## config.mk

```make
export PLATFORM = sky130hd
export DESIGN_NAME = spike_aer_encoder
export DESIGN_NICKNAME = d
export VERILOG_FILES = /design/src/rtl/snn_pkg.sv /design/src/rtl/aer_fifo.sv /design/src/rtl/spike_aer_encoder.sv
export SDC_FILE = /design/constraint.sdc
export NUM_CORES = 1
export LEC_CHECK = 0
export CAP_MARGIN = 20
export CORE_MARGIN = 2
export CORE_UTILIZATION = 45
export CTS_BUF_LIST = sky130_fd_sc_hd__clkbuf_4 sky130_fd_sc_hd__clkbuf_8
export CTS_CLUSTER_SIZE = 14
export DETAILED_ROUTE_END_ITERATION = 12
export GPL_TIMING_DRIVEN = 1
export PLACE_DENSITY = 0.66
export SLEW_MARGIN = 30
export SYNTH_ARGS = -nofsm -noshare
export SYNTH_HDL_FRONTEND = slang
export SYNTH_SLANG_ARGS = --single-unit
export TNS_END_PERCENT = 50
```

## constraint.sdc

```tcl
create_clock -name clk -period 2.3 [get_ports clk]
set_clock_uncertainty 0.1 [all_clocks]
set_input_delay 0.46 -clock clk [delete_from_list [all_inputs] [get_ports clk]]
set_output_delay 0.46 -clock clk [all_outputs]
set_load 0.01 [all_outputs]
```

## src/rtl/snn_pkg.sv

```systemverilog
// ============================================================================
// Module      : snn_pkg
// Description : Shared defaults, AER event layout and width helpers for the
//               spiking-neuron datapath (lif wrappers and AER encoder).
// Revision    : 1.0 - initial release
// ============================================================================
`default_nettype none

package snn_pkg;

    localparam int N_NEURONS_DEF  = 8;
    localparam int TS_W_DEF       = 8;
    localparam int FIFO_DEPTH_DEF = 4;

    // Address width for an n-entry neuron array; never narrower than one bit.
    function automatic int addr_width(input int n);
        return (n < 2) ? 1 : $clog2(n);
    endfunction

    localparam int ADDR_W_DEF = addr_width(N_NEURONS_DEF);

    typedef struct packed {
        logic [TS_W_DEF-1:0]   ts;
        logic [ADDR_W_DEF-1:0] addr;
    } aer_event_t;

endpackage

`default_nettype wire

```

## src/rtl/aer_fifo.sv

```systemverilog
// ============================================================================
// Module      : aer_fifo
// Description : Synchronous show-ahead FIFO with registered storage; a push
//               into a full FIFO is refused even when a pop shares the edge.
// Revision    : 1.0 - initial release
// ============================================================================
`default_nettype none

module aer_fifo #(
    parameter int DATA_W = 11,
    parameter int DEPTH  = 4
) (
    input  logic                      clk,
    input  logic                      reset_n,
    input  logic                      push_i,
    input  logic [DATA_W-1:0]         push_data_i,
    input  logic                      pop_i,
    output logic [DATA_W-1:0]         head_o,
    output logic                      empty_o,
    output logic                      full_o,
    output logic [$clog2(DEPTH):0]    count_o
);

    localparam int c_PTR_W = (DEPTH > 1) ? $clog2(DEPTH) : 1;
    localparam int c_CNT_W = $clog2(DEPTH) + 1;

    logic [DATA_W-1:0]  mem_q [DEPTH];
    logic [c_PTR_W-1:0] wr_ptr_q;
    logic [c_PTR_W-1:0] rd_ptr_q;
    logic [c_CNT_W-1:0] count_q;

    logic w_do_push;
    logic w_do_pop;

    function automatic logic [c_PTR_W-1:0] ptr_inc(input logic [c_PTR_W-1:0] p);
        return (p == c_PTR_W'(DEPTH - 1)) ? '0 : p + c_PTR_W'(1);
    endfunction

    assign empty_o   = (count_q == '0);
    assign full_o    = (count_q == c_CNT_W'(DEPTH));
    assign w_do_push = push_i && !full_o;
    assign w_do_pop  = pop_i && !empty_o;
    assign head_o    = mem_q[rd_ptr_q];
    assign count_o   = count_q;

    // Storage is cleared on reset so the head reads zero while empty.
    always_ff @(posedge clk or negedge reset_n) begin
        if (!reset_n) begin
            for (int i = 0; i < DEPTH; i++) begin
                mem_q[i] <= '0;
            end
            wr_ptr_q <= '0;
            rd_ptr_q <= '0;
            count_q  <= '0;
        end else begin
            if (w_do_push) begin
                mem_q[wr_ptr_q] <= push_data_i;
                wr_ptr_q        <= ptr_inc(wr_ptr_q);
            end
            if (w_do_pop) begin
                rd_ptr_q <= ptr_inc(rd_ptr_q);
            end
            case ({w_do_push, w_do_pop})
                2'b10:   count_q <= count_q + c_CNT_W'(1);
                2'b01:   count_q <= count_q - c_CNT_W'(1);
                default: count_q <= count_q;
            endcase
        end
    end

endmodule

`default_nettype wire

```

## src/rtl/spike_aer_encoder.sv

```systemverilog
// ============================================================================
// Module      : spike_aer_encoder
// Description : Samples the lif spike vector and serialises each frame into
//               {timestamp, neuron index} AER events through a small FIFO.
// Revision    : 1.0 - initial release
// ============================================================================
`default_nettype none

module spike_aer_encoder
    import snn_pkg::*;
#(
    parameter int N_NEURONS  = N_NEURONS_DEF,
    parameter int ADDR_W     = addr_width(N_NEURONS),
    parameter int TS_W       = TS_W_DEF,
    parameter int FIFO_DEPTH = FIFO_DEPTH_DEF
) (
    input  logic                 clk,
    input  logic                 reset_n,
    input  logic                 en,
    input  logic [N_NEURONS-1:0] spk_in,
    output logic                 aer_valid,
    input  logic                 aer_ready,
    output logic [ADDR_W-1:0]    aer_addr,
    output logic [TS_W-1:0]      aer_ts,
    output logic                 busy,
    output logic [7:0]           drop_count
);

    localparam int c_EV_W  = TS_W + ADDR_W;
    localparam int c_CNT_W = $clog2(FIFO_DEPTH) + 1;

    logic [TS_W-1:0]      ts_cnt_q;
    logic [TS_W-1:0]      ts_cnt_d;
    logic [TS_W-1:0]      frame_ts_q;
    logic [TS_W-1:0]      frame_ts_d;
    logic [N_NEURONS-1:0] scan_q;
    logic [N_NEURONS-1:0] scan_d;
    logic [7:0]           drop_cnt_q;
    logic [7:0]           drop_cnt_d;

    logic                 w_push;
    logic                 w_pop;
    logic                 w_full;
    logic                 w_empty;
    logic                 w_spk_any;
    logic                 w_scan_single;
    logic                 w_load_ok;
    logic [ADDR_W-1:0]    w_lsb_idx;
    logic [N_NEURONS-1:0] w_lsb_mask;
    logic [c_EV_W-1:0]    w_head;
    logic [c_CNT_W-1:0]   w_fifo_count_unused;

    // Lowest set bit: returns {one-hot clear mask, index}.
    function automatic logic [N_NEURONS+ADDR_W-1:0] lsb_encode(
        input logic [N_NEURONS-1:0] v
    );
        logic [ADDR_W-1:0]    idx;
        logic [N_NEURONS-1:0] mask;
        idx  = '0;
        mask = v & (~v + N_NEURONS'(1));
        for (int i = N_NEURONS - 1; i >= 0; i--) begin
            if (v[i]) begin
                idx = ADDR_W'(i);
            end
        end
        return {mask, idx};
    endfunction

    assign {w_lsb_mask, w_lsb_idx} = lsb_encode(scan_q);

    assign w_spk_any     = |spk_in;
    assign w_push        = (scan_q != '0) && !w_full;
    assign w_pop         = !w_empty && aer_ready;
    assign w_scan_single = ((scan_q & (scan_q - N_NEURONS'(1))) == '0);
    // A new frame may enter only if the scan register drains on this edge.
    assign w_load_ok     = (scan_q == '0) || (w_scan_single && w_push);

    always_comb begin
        ts_cnt_d   = ts_cnt_q;
        frame_ts_d = frame_ts_q;
        scan_d     = scan_q;
        drop_cnt_d = drop_cnt_q;
        if (w_push) begin
            scan_d = scan_q & ~w_lsb_mask;
        end
        if (en) begin
            ts_cnt_d = ts_cnt_q + TS_W'(1);
            if (w_spk_any) begin
                if (w_load_ok) begin
                    scan_d     = spk_in;
                    frame_ts_d = ts_cnt_q;
                end else if (drop_cnt_q != 8'hFF) begin
                    drop_cnt_d = drop_cnt_q + 8'd1;
                end
            end
        end
    end

    always_ff @(posedge clk or negedge reset_n) begin
        if (!reset_n) begin
            ts_cnt_q   <= '0;
            frame_ts_q <= '0;
            scan_q     <= '0;
            drop_cnt_q <= '0;
        end else begin
            ts_cnt_q   <= ts_cnt_d;
            frame_ts_q <= frame_ts_d;
            scan_q     <= scan_d;
            drop_cnt_q <= drop_cnt_d;
        end
    end

    aer_fifo #(
        .DATA_W (c_EV_W),
        .DEPTH  (FIFO_DEPTH)
    ) u_fifo (
        .clk         (clk),
        .reset_n     (reset_n),
        .push_i      (w_push),
        .push_data_i ({frame_ts_q, w_lsb_idx}),
        .pop_i       (w_pop),
        .head_o      (w_head),
        .empty_o     (w_empty),
        .full_o      (w_full),
        .count_o     (w_fifo_count_unused)
    );

    assign aer_valid  = !w_empty;
    assign aer_addr   = w_head[ADDR_W-1:0];
    assign aer_ts     = w_head[c_EV_W-1:ADDR_W];
    assign busy       = (scan_q != '0);
    assign drop_count = drop_cnt_q;

endmodule

`default_nettype wire

```

Word level (Yosys, flattened, before mapping) --
Cells that the tools add are included.
Word-level totals: flip-flop bits (word level) 83, bits of input ports 12, word-level logic and storage cells 74
Operators by class: $lt $le $gt $ge 3, reductions and logical operators 17, add/subtract/negate cells 8, multiplexer cells 21, bitwise logic cells 8, eq/ne operators 6
Operators by type and width (number):
- $bwmux W44 | 1
- $mux W11 | 3
- $mux W8 | 4
- $add A8 B1 Y8 const B | 3
- $and A8 B8 Y8 | 3
- $mux W3 | 8
- $bmux W11 S2 | 1
- $demux W11 S2 | 1
- $logic_not A8 Y1 | 2
- $not A8 Y8 | 2
- $ne A8 B8 Y1 const B | 1
- $reduce_bool A8 Y1 | 1
- $reduce_or A8 Y1 | 1
- $sub A8 B1 Y8 const B | 1
- $eq A2 B2 Y1 const B | 3
- $ge A3 B3 Y1 const B | 2
- $logic_and A1 B1 Y1 | 6
- $not A2 Y3 | 2
- $pmux W3 S2 | 1
- $add A2 B1 Y2 const B | 2
- $mux W2 | 2
- $reduce_and A4 Y1 | 1
- $add A3 B1 Y3 const B | 1
- $eq A3 B3 Y1 const B | 1
- 9 further kinds | 10

Depth between registers and ports, before layout --
Gate-level depths: netlist of the first run.
depth after elaboration 9, depth in mapped cells 10, mapped depth without buffers 9

Cells and area by module --
A second synthesis of the first run with hierarchy kept.
Second synthesis, totals: cell total of the unflattened synthesis 292, area total of the unflattened synthesis 3938.8 µm²
By module, submodules not included:
- aer_fifo | area each 2348.5 µm², times used 1, sequential area each 1276.2 µm², cells each 148
- spike_aer_encoder | area each 1590.3 µm², times used 1, sequential area each 800.8 µm², cells each 144

Least setup slack after synthesis of the first run --
Ideal clock, no wire load.
path type reg2reg, start register scan_q[2], end register u_fifo.count_q[2] (netlist: u_fifo.count_o[2]), stages on the path, launching flop included 11, required time 2.121 ns, buffers on the path 1, setup slack -0.048 ns, data arrival time 2.169 ns, setup time 0.079 ns, path through dfrtp_1 -> buf_2 -> nor4_2 -> a22oi_2 -> inv_1 -> ha_1 -> inv_1 -> fa_1 -> xor2_1 -> nor2_1 -> xor2_1
Between the ends: cells in the longest elaborated chain, start to end 5, elaborated cells between the ends (all ways) 7, those cells by class 2 x eq/ne; 1 x mux; 4 x reduce/logical
Ends and longest elaborated chain:
- start, declared | line spike_aer_encoder.sv:36 | logic [N_NEURONS-1:0] scan_q;
- start signal, assigned | line spike_aer_encoder.sv:108 | scan_q <= scan_d;
- $reduce_bool A8 Y1 (*) | line spike_aer_encoder.sv:72 | assign w_push = (scan_q != '0) && !w_full;
- $logic_and A1 B1 Y1 (*) | line spike_aer_encoder.sv:72
- $logic_and A1 B1 Y1 (*) | line aer_fifo.sv:41 | assign w_do_push = push_i && !full_o;
- $eq A2 B1 Y1 or $eq A2 B2 Y1 (tied branches) | line aer_fifo.sv:63 | case ({w_do_push, w_do_pop})
- $pmux W3 S2 or $reduce_bool A2 Y1 (tied branches)
- end signal, assigned | line aer_fifo.sv:64 | 2'b10: count_q <= count_q + c_CNT_W'(1);
- end signal, assigned | line aer_fifo.sv:65 | 2'b01: count_q <= count_q - c_CNT_W'(1);
- end signal, assigned | line aer_fifo.sv:66 | default: count_q <= count_q;
- end, declared | line aer_fifo.sv:30 | logic [c_CNT_W-1:0] count_q;
Mark *: on every way between the ends. The rest lies on a longest branch, timed or not. A chain may end at the register's enable or synchronous reset.

Final worst setup path of the first run --
start register u_fifo.count_q[0] (netlist: u_fifo.count_o[0]), end output port aer_valid
Between the ends: cells in the longest elaborated chain, start to end 2
Ends and longest elaborated chain:
- $logic_not A3 Y1 | line aer_fifo.sv:39 | assign empty_o = (count_q == '0);
- $logic_not A1 Y1 | line spike_aer_encoder.sv:128 | assign aer_valid = !w_empty;
- end, declared | line spike_aer_encoder.sv:21 | output logic aer_valid,
No other way between the ends.

==> flow_summary.json, run 1 <==
{
  "min_to": "ts_cnt_q[7]",
  "worstPathArrival_ps": 1680,
  "synth.distinct_cells": 42,
  "drv_slew": 0,
  "postRouteAntennaNets": 0,
  "die_height_um": 95.7,
  "cts_tree": "done",
  "hold_viol": 0,
  "reg2reg_slack_ps": 100,
  "grt_first_pass_wirelength_um": 12400,
  "dieArea_um2": 9150,
  "nets": 378,
  "timing.rr.end": "frame_ts_q[3]",
  "min_from": "ts_cnt_q[7]",
  "grtUsageTotal": 0.181,
  "layoutNonFillerInstCount": 467,
  "seqPwrFrac": 0.349,
  "core_um2": 8180,
  "clockRootBuffer": "clkbuf_8",
  "ys_seq_elements": 83,
  "vdd_drop_max_v": 0.000764,
  "io-pin-count": 33,
  "synthesis.nets": 308,
  "finalWirelength_um": 7490,
  "chipWidth_um": 95.7,
  "criticalPathCategory": "flip-flop to output port",
  "period_share": 0.975,
  "p_clk_frac": 0.172,
  "drv_cap": 0,
  "min_path_cells": 1,
  "rsz0062_at_grt": "yes",
  "p_leak_nw": 2.19,
  "rows": 33,
  "netlist_area_um2": 3780,
  "total_power_mw": 7.37,
  "numPortBuffers": 32,
  "path_max_fanout": 4,
  "synth-async-reset-ratio": 1.00,
  "cp-start-kind": "flip-flop",
  "path_clk_slew_ps": 80,
  "htreeDepth": 3,
  "switchingPower_mw": 2.64,
  "period_needed_ps": 2240,
  "diodes": 0,
  "r2r-start": "scan_q[3]",
  "first_pass_iters": 4,
  "synth_edf_count": 0,
  "area_growth_pct": 25.4,
  "cts_buffers": 9,
  "reg2reg_depth": 6,
  "start_util": 0.462,
  "drt_iter0_drc": 75,
  "cts_buffer_depth": 2,
  "hp-class": "flip-flop to flip-flop",
  "clock_latency_ps": 360,
  "syn_inst": 287,
  "most-common-layout-cells": "dfrtp_1, mux2_2, buf_4",
  "p_int_mw": 4.73,
  "syn_avg_cell_area_um2": 13.2,
  "antenna_found_initial": 0,
  "dp_hpwl_um": 5000,
  "end_kind": "output port",
  "globalRouteOverflowTotal": 0,
  "fmax_mhz": 446,
  "swShare": 0.358,
  "cts.sinks": 83,
  "ys.warnings.count": 0,
  "vias": 2480,
  "final_common_cell": "dfrtp_1",
  "via_per_inst": 5.31,
  "placed_cells": 445,
  "grt_max_degree": 43,
  "power_density_nw_per_um2": 1560,
  "gp_congestion": 0.765,
  "ys.flop_type": "dfrtp_1",
  "wl_per_cell_um": 16.0,
  "combPwrFrac": 0.479,
  "yosysSeqAreaShare": 0.549,
  "grt_pass1_vias": 2472,
  "final_layout_size_suffix_gt1_frac": 0.365,
  "tightest_slew_ps": 539,
  "maxSlewHeadroom": 0.640,
  "drc": 0,
  "status": "finished, final reports clean",
  "required_ps": 1740,
  "setup_viol": 0
}
==> power groups by stage <==
| stage | clock, mW | sequential (mW) | combinational, mW |
|---|---|---|---|
| floorplan | 0 | 2.52 | 2.26 |
| global placement | 0 | 2.57 | 3.46 |
| detailed placement | 0 | 2.60 | 3.55 |
| CTS | 1.30 | 2.57 | 3.53 |
| global route | 1.36 | 2.66 | 3.87 |
| finish | 1.27 | 2.57 | 3.53 |
==> metal layers <==
layer / up-vias / global-route usage / wire length (um)
li1: 1179 / - / -
met1: 1256 / 0.246 / 3610
met2: 34 / 0.287 / 3570
met3: 11 / 0.0387 / 198
met4: 0 / 0.0643 / 108
met5: - / 0 / 0
==> final cells by class <==
type / instances / area [um^2]
clock buffers: 10 / 131
clock inverters: 6 / 113
fillers: 685 / 3440
inverters: 9 / 33.8
multi-input cells: 187 / 1660
flip-flops and latches: 83 / 2080
well taps: 105 / 131
repair buffers: 67 / 588
==> synth_stat cells, types with 2 or more instances <==
master    count  share of area
mux2_2       43           0.13
buf_2         5         0.0066
xor2_1       10          0.023
dfrtp_1      83           0.55
o21ai_0      17          0.023
or4_1         2         0.0040
ha_1          8          0.026
nand2b_1      2         0.0033
and3_1        2         0.0033
nor2_1        7         0.0070
buf_1         2         0.0020
a21bo_2       3         0.0079
nor4_1        6         0.0099
nand4_1       5         0.0083
nand2_1      27          0.027
or3_1         2         0.0033
nand3_1       3         0.0040
xnor2_1       7          0.016
inv_1         9         0.0089
mux4_2       11          0.066
nor3_1        8          0.011
a22o_1        5          0.012
==> worst max path at each step <==
stage	from	to	cells after the start
after floorplan	scan_q[0]	u_fifo.count_o[2]	9
final	u_fifo.count_o[0]	aer_valid	2
after global routing	scan_q[3]	frame_ts_q[6]	6
after global placement	spk_in[4]	frame_ts_q[3]	7
after detailed placement	spk_in[4]	frame_ts_q[4]	7
after CTS	scan_q[0]	busy	5
==> state kept, by name, indices dropped and copies added, names as in the netlist <==
signal	flops
drop_count	8
frame_ts_q	8
scan_q	8
ts_cnt_q	8
u_fifo.count_o	3
u_fifo.mem_q	44
u_fifo.rd_ptr_q	2
u_fifo.wr_ptr_q	2
==> cell families after synthesis <==
kind of cell / Yosys count / synth area share
DFF: 83 / 0.549
and+or+nand+nor: 68 / 0.0900
muxes: 55 / 0.196
AOI/OAI and AO/OA: 37 / 0.0708
xor gates and xnor gates: 17 / 0.0394
buffers and inverters: 17 / 0.0195
adders and majority gates: 10 / 0.0344
==> what timing repair did <==
item | in CTS | in global routing
endpoints found under the setup margin | 13 | 23
pin swaps | 0 | 4
hold buffers | 1 | 0
setup buffers | 3 | 2
resized for setup | 40 | 10
endpoints found under the hold margin | 37 | 0
==> critical path: stages (launching register included) <==
cell	delay, ps
dfrtp_1	430
or3_1	410
clkdlybuf4s50_1	490
==> per-stage QoR <==
stage	setup WS [ps]	hold slack [ps]	area (um^2)	util	TNS, ps
finish	58.1	379	4740	0.580	0
global route	-40.3	386	4740	0.580	-335
CTS	-76.9	377	4710	0.576	-76.9
detailed placement	-13.3	362	4450	0.544	-79.4
global placement	-9.83	358	4450	0.544	-67.6
floorplan	40.7	64.4	3790	-	0
Power figures use the tool's default switching activity.
==> run 2, diff against run 1 <==
--- a/config.mk
+++ b/config.mk
@@ -13,7 +13,7 @@
 export DETAILED_ROUTE_END_ITERATION = 12
 export GPL_TIMING_DRIVEN = 1
 export PLACE_DENSITY = 0.66
-export SLEW_MARGIN = 30
+export SLEW_MARGIN = 20
 export SYNTH_ARGS = -nofsm -noshare
 export SYNTH_HDL_FRONTEND = slang
 export SYNTH_SLANG_ARGS = --single-unit
==> results of run 2 <==
No change in the layout: final DEF, timing and power equal those of run 1.
